--- src/rtl/prng_pkg.sv ---
// Shared definitions for the bounded PRNG: LFSR tap table, draw FSM states and
// the rejection mask helper.
package prng_pkg;

    typedef enum logic [1:0] {
        StIdle,
        StShift,
        StDone
    } draw_state_e;

    // Fibonacci feedback taps (bit positions, LSB = 0) giving a maximal-length sequence.
    function automatic logic [31:0] tap_mask(input int unsigned width);
        logic [31:0] t;
        case (width)
            4:       t = 32'h0000_000C;
            5:       t = 32'h0000_0014;
            6:       t = 32'h0000_0030;
            7:       t = 32'h0000_0060;
            8:       t = 32'h0000_00B8;
            9:       t = 32'h0000_0110;
            10:      t = 32'h0000_0240;
            11:      t = 32'h0000_0500;
            12:      t = 32'h0000_0829;
            13:      t = 32'h0000_100D;
            14:      t = 32'h0000_2015;
            15:      t = 32'h0000_6000;
            16:      t = 32'h0000_D008;
            17:      t = 32'h0001_2000;
            18:      t = 32'h0002_0400;
            19:      t = 32'h0004_0023;
            20:      t = 32'h0009_0000;
            21:      t = 32'h0014_0000;
            22:      t = 32'h0030_0000;
            23:      t = 32'h0042_0000;
            24:      t = 32'h00E1_0000;
            25:      t = 32'h0120_0000;
            26:      t = 32'h0200_0023;
            27:      t = 32'h0400_0013;
            28:      t = 32'h0900_0000;
            29:      t = 32'h1400_0000;
            30:      t = 32'h2000_0029;
            31:      t = 32'h4800_0000;
            32:      t = 32'h8020_0003;
            default: t = 32'h0000_0000;
        endcase
        return t;
    endfunction

    // Smallest 2^k-1 covering lim-1; a zero limit means the full range.
    function automatic logic [31:0] limit_mask(input logic [31:0] lim);
        logic [31:0] m;
        if (lim == 32'd0) begin
            return '1;
        end
        m = '0;
        for (int i = 0; i < 32; i++) begin
            if (m < lim - 32'd1) begin
                m = {m[30:0], 1'b1};
            end
        end
        return m;
    endfunction

endpackage

--- src/rtl/prng_gen_lfsr_core.sv ---
// LFSR state register with seed load (zero seed replaced by 1) and one-step advance.
module lfsr_core
    import prng_pkg::*;
#(
    parameter int unsigned WIDTH = 16
) (
    input  logic             f_crystal,
    input  logic             rst,
    input  logic             load,
    input  logic [WIDTH-1:0] seed,
    input  logic             step,
    output logic [WIDTH-1:0] num,
    output logic [WIDTH-1:0] num_step
);

    localparam logic [WIDTH-1:0] Taps = WIDTH'(tap_mask(WIDTH));

    logic [WIDTH-1:0] num_q;

    assign num_step = {num_q[WIDTH-2:0], ^(num_q & Taps)};
    assign num      = num_q;

    always_ff @(posedge f_crystal or negedge rst) begin
        if (!rst) begin
            num_q <= WIDTH'(1);
        end else if (load) begin
            num_q <= (seed == '0) ? WIDTH'(1) : seed;
        end else if (step) begin
            num_q <= num_step;
        end
    end

endmodule

--- src/rtl/prng_gen.sv ---
// LFSR random source with free-run / single-step control and a rejection-sampling
// engine that produces values below a requested limit.
module prng_gen
    import prng_pkg::*;
#(
    parameter int unsigned WIDTH   = 16,
    parameter int unsigned OUT_W   = 8,
    parameter int unsigned MAX_TRY = 16
) (
    input  logic             f_crystal,
    input  logic             rst,
    input  logic             run,
    input  logic             next,
    input  logic             seed_load,
    input  logic [WIDTH-1:0] seed,
    input  logic             draw_req,
    input  logic [OUT_W-1:0] draw_limit,
    input  logic             draw_ack,
    output logic [WIDTH-1:0] num,
    output logic [OUT_W-1:0] draw_val,
    output logic             draw_valid,
    output logic             draw_busy
);

    draw_state_e      state_q, state_d;
    logic [OUT_W-1:0] lim_q, lim_d;
    logic [OUT_W-1:0] val_q, val_d;
    logic [7:0]       try_q, try_d;
    logic             last_next_q;
    logic             lfsr_step;
    logic             accept;
    logic [OUT_W-1:0] mask;
    logic [OUT_W-1:0] cand;
    logic [WIDTH-1:0] num_step;

    lfsr_core #(
        .WIDTH(WIDTH)
    ) u_lfsr_core (
        .f_crystal(f_crystal),
        .rst      (rst),
        .load     (seed_load),
        .seed     (seed),
        .step     (lfsr_step),
        .num      (num),
        .num_step (num_step)
    );

    // Candidate is taken from the state the LFSR moves to on this edge.
    assign mask   = OUT_W'(limit_mask(32'(lim_q)));
    assign cand   = OUT_W'(num_step) & mask;
    assign accept = (lim_q == '0) || (cand < lim_q);

    always_comb begin
        state_d   = state_q;
        lim_d     = lim_q;
        val_d     = val_q;
        try_d     = try_q;
        lfsr_step = 1'b0;

        if (seed_load) begin
            state_d = StIdle;
        end else begin
            unique case (state_q)
                StIdle: begin
                    if (draw_req) begin
                        state_d = StShift;
                        lim_d   = draw_limit;
                        try_d   = '0;
                    end
                end
                StShift: begin
                    lfsr_step = 1'b1;
                    if (accept) begin
                        val_d   = cand;
                        state_d = StDone;
                    end else if (try_q == 8'(MAX_TRY - 1)) begin
                        // Rejected candidates never exceed 2*lim-2, so this stays below lim.
                        val_d   = cand - lim_q;
                        state_d = StDone;
                    end else begin
                        try_d = try_q + 8'd1;
                    end
                end
                StDone: begin
                    if (draw_ack) begin
                        state_d = StIdle;
                    end
                end
                default: state_d = StIdle;
            endcase

            if (state_q != StShift && (run || (next && !last_next_q))) begin
                lfsr_step = 1'b1;
            end
        end
    end

    always_ff @(posedge f_crystal or negedge rst) begin
        if (!rst) begin
            state_q     <= StIdle;
            lim_q       <= '0;
            val_q       <= '0;
            try_q       <= '0;
            last_next_q <= 1'b0;
        end else begin
            state_q     <= state_d;
            lim_q       <= lim_d;
            val_q       <= val_d;
            try_q       <= try_d;
            last_next_q <= next;
        end
    end

    assign draw_val   = val_q;
    assign draw_valid = (state_q == StDone);
    assign draw_busy  = (state_q != StIdle);

endmodule

--- config.mk ---
export PLATFORM = sky130hd
export DESIGN_NAME = prng_gen
export DESIGN_NICKNAME = d
export VERILOG_FILES = /design/src/rtl/prng_pkg.sv /design/src/rtl/prng_gen_lfsr_core.sv /design/src/rtl/prng_gen.sv
export SDC_FILE = /design/constraint.sdc
export NUM_CORES = 1
export LEC_CHECK = 0
export BUFFER_PORTS_ARGS = -buffer_cell sky130_fd_sc_hd__buf_2
export CAP_MARGIN = 20
export CORE_MARGIN = 4
export CORE_UTILIZATION = 25
export DETAILED_ROUTE_END_ITERATION = 12
export PLACE_DENSITY = 0.41
export SYNTH_ARGS = -nofsm -noshare
export SYNTH_HDL_FRONTEND = slang
export SYNTH_SLANG_ARGS = --single-unit
--- constraint.sdc ---
create_clock -name f_crystal -period 164 [get_ports f_crystal]
set_input_delay 32.8 -clock f_crystal [delete_from_list [all_inputs] [get_ports f_crystal]]
set_output_delay 32.8 -clock f_crystal [all_outputs]
set_load 0.01 [all_outputs]
; Word level (Yosys, flattened, before mapping)
; Cells that the tools add are included.
; W data, S select, Z words.
[op_classes]
add_sub_neg = 3
n_eq_ne = 10
mux = 84
n_reduce_logical = 17
n_bitwise = 2
magnitude_cmp = 33
[op_table]
columns = cell, n
row1 = $mux W32, 61
row2 = $lt A32 B32 Y1, 31
row3 = $mux W8, 8
row4 = $mux W16, 3
row5 = $lt A1 B32 Y1 const A, 1
row6 = $logic_not A16 Y1, 1
row7 = $pmux W8 S2, 1
row8 = $reduce_xor A16 Y1, 1
row9 = $mux W2, 5
row10 = $reduce_and A3 Y1, 3
row11 = $sub A8 B1 Y9 const B, 1
row12 = $add A8 B1 Y8 const B, 1
row13 = $and A8 B8 Y8, 1
row14 = $eq A8 B4 Y1 const B, 1
row15 = $logic_not A8 Y1, 1
row16 = $lt A8 B8 Y1, 1
row17 = $reduce_bool A2 Y1, 4
row18 = $sub A8 B8 Y8, 1
row19 = $ne A2 B2 Y1 const B, 3
row20 = $ne A3 B3 Y1 const B, 2
row21 = $pmux W2 S3, 1
row22 = $mux W1, 5
row23 = $reduce_and A5 Y1, 1
row24 = $ne A4 B4 Y1 const B, 1
row25 = other kinds (8), 10
[totals]
elab_cells = 155
output_inout_bits = 26
reg_bits = 43

; Logic depth before layout (Yosys ltp)
[depth]
depth_word = 103
ltp_mapped = 457

; Hierarchy
; A second synthesis with hierarchy kept.
[hier_totals]
hier_cells = 3373
area_unflattened_um2 = 23907.9
[by_module_without_submodules]
columns = module, cells_per_inst, n_inst, area_per_inst_um2, seq_area_each_um2
row1 = prng_gen, 3281, 1, 23003.3, 675.6
row2 = lfsr_core, 92, 1, 904.6, 401.6

; Worst setup path after synthesis
; No wires, ideal clock.
[synth_timing]
path_type = flip-flop to flip-flop
from = reg lim_q[0]
to = reg val_q[5], in the netlist draw_val[5]
arrival_ns = 75.352
path_slack_ns = 88.507
required_time_ns = 163.859
n_path_buf = 70
stages_incl_launch_ff = 419
setup_ns = 0.141
cell_sequence = dfrtp_1 > buf_2 > or4_4 > buf_6 > nor2_1 > xnor2_1 > and4_1 > buf_4 > inv_1 > ha_1 > o21a_1 > o32ai_1 > a211oi_1 > nand2_1 > ha_1 > o211ai_1 > nand2_1 > a22oi_2 > [383 not listed] > a21oi_1 > nor2_1 > inv_1 > nor2_1 > o21a_1 > fa_1 > a21o_1 > a21o_1 > a21o_1 > a21oi_1 > nor2b_1 > o21a_1 > o21ai_0 > a41o_1 > inv_1 > nor4b_1 > clkbuf_1 > a31oi_1
[synth_via]
elab_chain_cells = 102
word_cells_on_any_way = 107
cone_classes = add/sub: 2 / order compare: 33 / mux: 67 / bitwise: 1 / reduce/logical: 4
[synth_lines]
columns = element, line
row1 = "start, declared", prng_gen.sv:26  ; logic [OUT_W-1:0] lim_q, lim_d;
row2 = "start signal, assigned", prng_gen.sv:107  ; lim_q <= lim_d;
row3 = $sub A8 B1 Y9, prng_pkg.sv:57  ; if (m < lim - 32'd1) begin
row4 = $lt A1 B32 Y1, prng_pkg.sv:57
row5 = $mux W1, prng_pkg.sv:57
row6 = $mux W32, prng_pkg.sv:55  ; m = '0;
row7 = $lt A32 B32 Y1, prng_pkg.sv:57
row8 = $mux W32, prng_pkg.sv:57
row9 = $mux W32, prng_pkg.sv:55
row10 = $lt A32 B32 Y1, prng_pkg.sv:57
row11 = [86 not listed], --
row12 = $lt A32 B32 Y1, prng_pkg.sv:57
row13 = $mux W8, prng_pkg.sv:57
row14 = $mux W8, prng_pkg.sv:55
row15 = $and A8 B8 Y8, prng_gen.sv:50  ; assign cand = OUT_W'(num_step) & mask;
row16 = $lt A8 B8 Y1, prng_gen.sv:51  ; assign accept = (lim_q == '0) || (cand < lim_q);
row17 = $logic_or A1 B1 Y1, prng_gen.sv:51
row18 = $reduce_bool A2 Y1 (no source line), --
row19 = $reduce_and A3 Y1 (no source line), --
row20 = "end signal, assigned", prng_gen.sv:108  ; val_q <= val_d;
row21 = "end, declared", prng_gen.sv:27  ; logic [OUT_W-1:0] val_q, val_d;
; Parallel ways exist; a longest one is shown, timed or not. The select of a mux whose other input is x is not followed.
; A chain may end at the register's enable or synchronous reset.

; Worst setup path in the final report
[layout_timing]
from = reg lim_q[1]
to = reg try_q[5]
[layout_via]
elab_chain_cells = 102
word_cells_on_any_way = 104
cone_classes = add/sub: 1 / order compare: 33 / eq/ne: 1 / mux: 65 / bitwise: 1 / reduce/logical: 3
[layout_lines]
columns = element, line
row1 = $sub A8 B1 Y9, prng_pkg.sv:57
row2 = $lt A1 B32 Y1, prng_pkg.sv:57
row3 = $mux W1, prng_pkg.sv:57
row4 = $mux W32, prng_pkg.sv:55
row5 = $lt A32 B32 Y1, prng_pkg.sv:57
row6 = $mux W32, prng_pkg.sv:57
row7 = $mux W32, prng_pkg.sv:55
row8 = $lt A32 B32 Y1, prng_pkg.sv:57
row9 = [86 not listed], --
row10 = $lt A32 B32 Y1, prng_pkg.sv:57
row11 = $mux W8, prng_pkg.sv:57
row12 = $mux W8, prng_pkg.sv:55
row13 = $and A8 B8 Y8, prng_gen.sv:50
row14 = $lt A8 B8 Y1, prng_gen.sv:51
row15 = $logic_or A1 B1 Y1 (*), prng_gen.sv:51
row16 = $ne A2 B2 Y1 (no source line) (*), --
row17 = $reduce_and A5 Y1 (no source line) (*), --
row18 = "end signal, assigned", prng_gen.sv:109  ; try_q <= try_d;
row19 = "end, declared", prng_gen.sv:28  ; logic [7:0] try_q, try_d;
; Every way passes the cells marked *; elsewhere a longest branch is shown, timed or not. The select of a mux whose other input is x is not followed.

==> impl_metrics.toml <==
[detailed_routing]
drtPass1Iterations = 6
wl_per_cell_um = 20.0
drcViolationCount = 0
drt_iter0_drc = 1886
ant_nets = 0
vias = 25300
wl_um = 92200
vias_per_cell = 5.50

[place]
dp_hpwl_um = 69800
io_buffers = 56
gp_congestion = 0.906

[worst_setup_path]
worstSetupPathType = "reg -> reg"
critical-path-slowest-cell = "a21oi_1"
cp.required_ns = 164.17
crit_top_cell = "a21oi_1"
worst-path-max-fanout = 51
arrival_ns = 89.23
reg2reg_from = "lim_q[1]"
startpoint = "lim_q[1]"
r2r_cells = 412
start_kind = "register"
rrSetupSlack_ns = 74.94
r2r-end = "try_q[5]"
end_kind = "register"
max_stage_delay_ns = 0.79

[yosys]
syn-instance-count = 3383
synthMostInstantiatedCell = "ha_1"
synth_commonest_cells = "446 x ha_1, 362 x nor2_1, 323 x nand2_1"
ys_top_cells_by_area = "ha_1 23%, a21oi_1 6.0%, nor2_1 5.6%"
synth.distinct_cells = 145
synth_nets = 3861
synth-edff-count = 0
avgSynthCellArea_um2 = 7.16
yosys_warnings = 0
async_flop_share_pct = 100
ys_seq_elements = 43
synth-seq-area-share_pct = 4.45
synth_ff_type = "dfrtp_1"
synthesis.area_mm2 = 0.0242
synth_largest_area_cell = "ha_1"
netlist.area_leader.share_pct = 23.0

[worst_hold_path]
holdPathStages = 1
min_from = "draw_val[4]"
min_path_type = "reg -> reg"
holdPathEnd = "draw_val[4]"

[floorplanning]
dieArea_mm2 = 0.102
die_h_um = 319
initial_core_util_pct = 25.3
row_count = 113
die_x_um = 319
core_mm2 = 0.0956
ios = 57

[job]
cap_violations = 0

[grt]
grt_max_degree = 133
grt_pass1_vias = 24300
use_met3_pct = 0.837
antenna_found_initial = 0
grt-ovfl-total = 0
grt_pass1_wl_um = 146000
grtUsageTotal_pct = 17.4
met1_usage_pct = 25.8
use_met2_pct = 27.9
busiest_layer = "met2"

[finish]
nNetsFinal = 3809
seq_area_mm2 = 0.00108
final_layout_size_suffix_gt1_share_pct = 11.8
multi_input_area_mm2 = 0.0218
antenna_cells = 0
num-fill-cells = 10700
final_util_pct = 27.2
synthToLayoutAreaGrowth_pct = 7.41

[timing]
tightestPinTransition_ns = 1.07
rsz0062_at_grt = "no"
period_share_pct = 54.3
layout_min_cycle_time_ns = 89.06
finClkSkew_ns = 0.00269
hold_viol_final = 0
drv_slew = 0
max-slew-margin-rel_pct = 28.4
finalSetupViolations = 0
max_freq_ghz = 0.0112
fin_tns_setup_ns = 0

[clock_tree]
cts_tree = "done"
cts_resized = 0
numCtsBuffers = 5
ctsHtreeMaxLevel = 2
path_clk_slew_ns = 0.06
postCtsSetupRepairBufs = 0
clk_latency_ns = 0.29
clockBufferDepth = 2
root_buffer = "clkbuf_16"
cts.sinks = 43
cts_hold_buf = 0

[run_status]
outcome = "finished, final reports clean"
## placed cells by master, fill, tap and decap left out, types with 53 or more instances in the layout
master	n
nand2_1	322
nand4_1	66
o21ai_0	185
nor3_1	90
buf_4	66
o21a_1	108
nor2_1	357
a21oi_1	285
ha_1	445
nand3_1	91
nand2b_1	56
inv_1	138
o211ai_1	53
a21o_1	83
buf_2	56
mux2i_1	77
## critical path, delay by kind of cell (launching register included)
family,cells,cell delay (ns)
xor+xnor,2,0.44
compound gates,230,46.00
mux,6,1.93
buf+inv,42,11.05
flops,1,0.50
fa+ha+maj,31,9.11
simple gates,101,19.35
## worst max-delay path by stage
| stage | endpoint | slack [ns] | cells after the start |
|---|---|---|---|
| after floorplan | draw_val[5] | 88.51 | 418 |
| after global placement | try_q[5] | 75.82 | 412 |
| after detailed placement | try_q[7] | 75.65 | 412 |
| after CTS | try_q[5] | 75.25 | 413 |
| after global routing | try_q[7] | 67.21 | 418 |
| final | try_q[5] | 74.94 | 412 |
## cell type report
cell class / instances / area share, %
multi-input combinational: 3003 / 83.8
tap: 1265 / 6.08
sequential: 43 / 4.14
timing repair buffer: 124 / 3.12
inverter: 154 / 2.23
clock buffer: 6 / 0.534
clock inverter: 2 / 0.135
## per-layer routing
metal	vias to the layer above	share of wire, %	routed length, um
li1	12700	-	-
met1	11900	50	46400
met2	621	44	40700
met3	92	3.7	3400
met4	0	1.8	1640
met5	-	0	0
## flip-flops by register name, indices dropped and copies added, names as in the netlist
name	cells
u_lfsr_core.num	16
draw_val	8
lim_q	8
try_q	8
state_q	2
last_next_q	1
## kinds of logic (layout without fill, tap and decap cells)
| logic type | after synthesis | in the layout | synth area share (%) |
|---|---|---|---|
| adder cells (fa/ha/maj) | 447 | 447 | 23.1 |
| AO/OA/AOI/OAI | 1186 | 1186 | 35.4 |
| AND/OR/NAND/NOR | 1211 | 1211 | 24.1 |
| XOR/XNOR | 27 | 27 | 0.976 |
| flip-flops | 43 | 43 | 4.45 |
| multiplexers | 132 | 132 | 5.98 |
| buffers and inverters | 337 | 286 | 6.01 |
## metrics by stage
step / cell area, um2 / std cells / worst slack (ns) / hold slack, ns
after global placement: 25800 / 4588 / 75.82 / 0.478
after CTS: 26000 / 4596 / 75.25 / 0.494
after floorplan: 24200 / 3383 / 88.51 / 0.506
after global routing: 26000 / 4597 / 67.21 / 0.516
after detailed placement: 25800 / 4588 / 75.65 / 0.480
final: 26000 / 4597 / 74.94 / 0.487
Power is not shown: default switching activity piles up to over one toggle a cycle in this logic, so the estimate is an artifact.
